### src/rtl/pattern_sweep_if.sv
// Bus between pattern_sweep and the board/bench side: sweep control, expected
// signature, DUT stimulus/response and the sweep status outputs.
interface pattern_sweep_if #(
    parameter int N_IN  = 3,
    parameter int N_OUT = 3
);
    logic              start;
    logic              abort;
    logic [15:0]       sig_exp;
    logic [N_OUT-1:0]  dut_out;
    logic [N_IN-1:0]   pat;
    logic              busy;
    logic              done;
    logic              pass;
    logic [15:0]       sig;

    modport master (
        output start, abort, sig_exp, dut_out,
        input  pat, busy, done, pass, sig
    );

    modport slave (
        input  start, abort, sig_exp, dut_out,
        output pat, busy, done, pass, sig
    );
endinterface

### src/rtl/pattern_sweep.sv
// Exhaustive input sweep with 16-bit MISR signature and pass/fail compare.
// Optional macro SWEEP_GRAY_EN switches the pattern order from binary to reflected Gray.
module pattern_sweep #(
    parameter int N_IN  = 3,
    parameter int N_OUT = 3,
    parameter int HOLD  = 1
) (
    input  logic           clk,
    input  logic           rst_n,
    pattern_sweep_if.slave bus
);

    typedef enum logic [1:0] {IDLE, DRIVE, FINISH} state_t;

    localparam int              HW        = (HOLD > 1) ? $clog2(HOLD) : 1;
    localparam logic [HW-1:0]   HOLD_LAST = HW'(HOLD - 1);
    localparam logic [N_IN-1:0] CNT_LAST  = '1;

    state_t          state, state_nx;
    logic [N_IN-1:0] cnt, cnt_nx;
    logic [N_IN-1:0] pat_q, pat_nx;
    logic [HW-1:0]   hold_cnt, hold_nx;
    logic            busy_q, busy_nx;
    logic            done_q, done_nx;
    logic            pass_q, pass_nx;
    logic [15:0]     sig_q, sig_nx, misr_nx;

    function automatic logic [N_IN-1:0] to_pat(input logic [N_IN-1:0] c);
`ifdef SWEEP_GRAY_EN
        return c ^ (c >> 1);
`else
        return c;
`endif
    endfunction

    always_comb begin
        misr_nx = {sig_q[14:0], 1'b0} ^ (sig_q[15] ? 16'h1021 : 16'h0000) ^ 16'(bus.dut_out);
    end

    always_comb begin
        state_nx = state;
        cnt_nx   = cnt;
        pat_nx   = pat_q;
        hold_nx  = hold_cnt;
        busy_nx  = busy_q;
        done_nx  = 1'b0;
        pass_nx  = pass_q;
        sig_nx   = sig_q;
        case (state)
            IDLE: begin
                if (bus.start) begin
                    state_nx = DRIVE;
                    cnt_nx   = '0;
                    pat_nx   = '0;
                    hold_nx  = '0;
                    busy_nx  = 1'b1;
                    sig_nx   = '0;
                end
            end
            DRIVE: begin
                // abort takes priority over a sample falling on the same edge
                if (bus.abort) begin
                    state_nx = IDLE;
                    busy_nx  = 1'b0;
                end else if (hold_cnt == HOLD_LAST) begin
                    hold_nx = '0;
                    sig_nx  = misr_nx;
                    if (cnt == CNT_LAST) begin
                        state_nx = FINISH;
                        busy_nx  = 1'b0;
                    end else begin
                        cnt_nx = cnt + 1'b1;
                        pat_nx = to_pat(cnt + 1'b1);
                    end
                end else begin
                    hold_nx = hold_cnt + HW'(1);
                end
            end
            FINISH: begin
                state_nx = IDLE;
                done_nx  = 1'b1;
                pass_nx  = (sig_q == bus.sig_exp);
            end
            default: state_nx = IDLE;
        endcase
    end

    always_ff @(posedge clk or negedge rst_n) begin
        if (!rst_n) begin
            state    <= IDLE;
            cnt      <= '0;
            pat_q    <= '0;
            hold_cnt <= '0;
            busy_q   <= 1'b0;
            done_q   <= 1'b0;
            pass_q   <= 1'b0;
            sig_q    <= '0;
        end else begin
            state    <= state_nx;
            cnt      <= cnt_nx;
            pat_q    <= pat_nx;
            hold_cnt <= hold_nx;
            busy_q   <= busy_nx;
            done_q   <= done_nx;
            pass_q   <= pass_nx;
            sig_q    <= sig_nx;
        end
    end

    assign bus.pat  = pat_q;
    assign bus.busy = busy_q;
    assign bus.done = done_q;
    assign bus.pass = pass_q;
    assign bus.sig  = sig_q;

endmodule
### src/flat_wrapper.sv
// flat-port wrapper written by rule: the top's interface ports become plain ports
module pattern_sweep_flat 
#(
    parameter int N_IN  = 3,
    parameter int N_OUT = 3,
    parameter int HOLD  = 1
)
  (clk, rst_n, bus_start, bus_abort, bus_sig_exp, bus_dut_out, bus_pat, bus_busy, bus_done, bus_pass, bus_sig);
  pattern_sweep_if #(.N_IN(N_IN), .N_OUT(N_OUT)) bus_i ();
  input  logic clk;
  input  logic rst_n;
  input wire logic [$bits(bus_i.start)-1:0] bus_start;
  input wire logic [$bits(bus_i.abort)-1:0] bus_abort;
  input wire logic [$bits(bus_i.sig_exp)-1:0] bus_sig_exp;
  input wire logic [$bits(bus_i.dut_out)-1:0] bus_dut_out;
  output wire logic [$bits(bus_i.pat)-1:0] bus_pat;
  output wire logic [$bits(bus_i.busy)-1:0] bus_busy;
  output wire logic [$bits(bus_i.done)-1:0] bus_done;
  output wire logic [$bits(bus_i.pass)-1:0] bus_pass;
  output wire logic [$bits(bus_i.sig)-1:0] bus_sig;
  assign bus_i.start = bus_start;
  assign bus_i.abort = bus_abort;
  assign bus_i.sig_exp = bus_sig_exp;
  assign bus_i.dut_out = bus_dut_out;
  assign bus_pat = bus_i.pat;
  assign bus_busy = bus_i.busy;
  assign bus_done = bus_i.done;
  assign bus_pass = bus_i.pass;
  assign bus_sig = bus_i.sig;
  pattern_sweep #(.N_IN(N_IN), .N_OUT(N_OUT), .HOLD(HOLD)) u_core (.clk(clk), .rst_n(rst_n), .bus(bus_i));
endmodule
### config.mk
export PLATFORM = sky130hd
export DESIGN_NAME = pattern_sweep_flat
export DESIGN_NICKNAME = d
export VERILOG_FILES = /design/src/rtl/pattern_sweep_if.sv /design/src/rtl/pattern_sweep.sv /design/src/flat_wrapper.sv
export SDC_FILE = /design/constraint.sdc
export NUM_CORES = 1
export LEC_CHECK = 0
export BUFFER_PORTS_ARGS = -buffer_cell sky130_fd_sc_hd__clkbuf_2
export CAP_MARGIN = 20
export CORE_MARGIN = 3
export CORE_UTILIZATION = 48
export DETAILED_ROUTE_END_ITERATION = 8
export GPL_TIMING_DRIVEN = 1
export PLACE_DENSITY_LB_ADDON = 0.2
export SYNTH_ARGS = -nofsm -noshare
export SYNTH_HDL_FRONTEND = slang
export SYNTH_SLANG_ARGS = --single-unit
### constraint.sdc
create_clock -name clk -period 2 [get_ports clk]
set_input_delay 0.6 -clock clk [delete_from_list [all_inputs] [get_ports clk]]
set_output_delay 0.6 -clock clk [all_outputs]
set_load 0.05 [all_outputs]
==> impl_metrics.json <==
{
  "ant_nets": 0,
  "syn-num-nets": 148,
  "slowest_stage": "dfrtp_1",
  "synth_xor_area_frac": 0.149,
  "cts_tree": "done",
  "diodes": 0,
  "die_width_microns": 56.7,
  "synth_seq_cells": 24,
  "skew_ns": 0.0117,
  "grt_pass1_vias": 1060,
  "grt_start_max_net_pins": 33,
  "layout.cells.non_filler": 196,
  "wire_per_inst_microns": 13.9,
  "nFillCells": 205,
  "setup.worst_path.end_class": "output pin",
  "p_per_area_mw_per_mm2": 969,
  "synth_cells": 123,
  "worst-path-max-fanout": 6,
  "synthAdderAreaFrac": 0.0203,
  "grt_usage": 0.185,
  "hold_violations": 0,
  "critPathRequiredTime_ns": 1.40,
  "drtIter0Drc": 28,
  "crit_chain": "clkbuf_2",
  "clk_latency_ns": 0.31,
  "yosysUniqueCellTypes": 23,
  "drv_slew": 0,
  "area_growth_pct": 23.5,
  "synth_top_family_by_area": "simple AND/OR/NAND/NOR gates",
  "tightest_slew_ns": 0.593,
  "cpLargestDelayFamily": "flip-flops",
  "status": "finished, final reports clean",
  "gp_congestion": 0.817,
  "route.detailed.drc": 0,
  "cts_resized": 0,
  "yosys.area_share.simple": 0.155,
  "avgViaCountPerCell": 5.21,
  "dieArea_sq_mm": 0.00321,
  "clk_path_buf_depth": 2,
  "mostFrequentLayoutCells": "clkbuf_2, nand2_1, dfrtp_1",
  "hpwlAfterDp_microns": 2140,
  "layout_commonest_cell": "clkbuf_2",
  "r2r-end": "u_core.bus.pat[0]",
  "synth_compound_area_frac": 0.114,
  "synth_seq_area_share": 0.487,
  "cts_setup_buffers": 0,
  "cts_buffers": 3,
  "critical_path_buf_inv_count": 1,
  "dieHeight_microns": 56.7,
  "cts_max_level": 1,
  "start_util": 0.532,
  "core_region_area_sq_mm": 0.00232,
  "port_buffers": 44,
  "ios": 45,
  "postCtsHoldBufs": 0,
  "clkTransAtPathRegs_ns": 0.14,
  "drive_gt1_frac": 0.333,
  "period_share": 0.890,
  "root_buffer": "clkbuf_4",
  "hold_class": "input pin to asynchronous set/reset pin",
  "grt_pass1_wl_microns": 4710,
  "maxCapViolations": 0,
  "cts_num_sinks": 24,
  "fin_crit_ns": 1.78,
  "yosys_warnings": 0,
  "cp_data_arrival_time_ns": 1.18,
  "start_kind": "flop",
  "antenna_found_initial": 0,
  "muxShareOfSynthArea": 0.0376,
  "leakage_uw": 0.000713,
  "drt-pass1-iter-count": 4,
  "std_cell_rows": 17,
  "max_slew_margin": 0.604,
  "setup_viol": 0,
  "rsz0062_at_grt": "false",
  "syn_area_sq_mm": 0.00123,
  "r2r_start": "u_core.bus.pat[0]",
  "routed_wl_microns": 2720,
  "vias": 1021,
  "fmax_mhz": 562,
  "fin_nets": 194,
  "avgSynthCellArea_sq_um": 10.0,
  "criticalPathCategory": "flop to output pin",
  "r2r_slack_ns": 0.48,
  "post-place-cells": 192,
  "finalSetupTns_ns": 0,
  "gr-total-overflow": 0,
  "max-vdd-ir-drop_uv": 704,
  "critPathMaxStageDelay_ns": 0.54,
  "reg2regPathDepth": 4
}
-- final cells by class --
type,instances,area [sq um],share of cell area
sequential,24,601,0.395
multi-input combinational,91,587,0.386
timing repair buffer,46,235,0.155
tap,28,35.0,0.0230
clock inverter,1,30.0,0.0197
clock buffer,3,22.5,0.0148
inverter,3,11.3,0.00740
-- per-stage QoR --
step	cell area (sq um)	setup WS [ns]	hold WS, ns	util	total power, uW
after CTS	1520	0.204	0.278	0.656	1490
after global placement	1470	0.409	0.507	0.634	1130
after detailed placement	1470	0.382	0.522	0.634	1150
final	1520	0.220	0.264	0.656	1470
after global routing	1520	0.153	0.297	0.656	1550
after floorplan	1230	0.311	0.304	-	1000
-- worst max path at each step --
stage	startpoint	end	slack, ns	cells past startpoint
floorplan	u_core.bus.pat[0]	u_core.bus.pat[0]	0.31	4
global placement	bus_start	u_core.bus.pat[0]	0.41	5
detailed placement	bus_start	u_core.bus.pat[0]	0.38	5
CTS	u_core.bus.sig[15]	bus_sig[15]	0.20	1
global route	u_core.bus.sig[15]	bus_sig[15]	0.15	1
finish	u_core.bus.sig[15]	bus_sig[15]	0.22	1
-- flip-flops by register name, summed over array words and instances (netlist names) --
signal,count
u_core.bus.sig,16
u_core.bus.pat,3
u_core.state,2
u_core.bus.busy,1
u_core.bus.done,1
u_core.bus.pass,1
-- cell usage after synthesis, drive strengths merged --
| cell type | count | share of area |
|---|---|---|
| inv | 3 | 0.0091 |
| buf | 5 | 0.027 |
| o21ai | 14 | 0.066 |
| nand4 | 4 | 0.020 |
| mux2 | 2 | 0.021 |
| xnor2 | 21 | 0.15 |
| nor2 | 4 | 0.012 |
| ha | 2 | 0.020 |
| mux2i | 2 | 0.016 |
| dfrtp | 24 | 0.49 |
| nor4 | 1 | 0.0051 |
| nor2b | 3 | 0.023 |
| o31ai | 5 | 0.030 |
| nand2 | 31 | 0.094 |
| a21oi | 2 | 0.017 |
-- kinds of logic after synthesis --
group / Yosys count
flip-flops: 24
buffers and inverters: 8
multiplexers: 4
AO/OA/AOI/OAI: 21
XOR/XNOR: 21
adder cells (fa/ha/maj): 2
AND/OR/NAND/NOR: 43
-- metal layers --
layer / GRT usage / vias up / part of all wire
met3: 0.0230 / 6 / 0.057
met2: 0.338 / 35 / 0.50
met5: 0 / - / 0
met1: 0.234 / 483 / 0.43
li1: - / 497 / -
met4: 0.0305 / 0 / 0.0070
-- power breakdown --
part           leakage (uW)  internal (uW)  total, uW  switching [uW]
Sequential         0.000325            541        606            65.2
Clock             0.0000279            202        344             142
Combinational      0.000360            163        523             360
No activity file was read; power rests on OpenSTA's default activity.
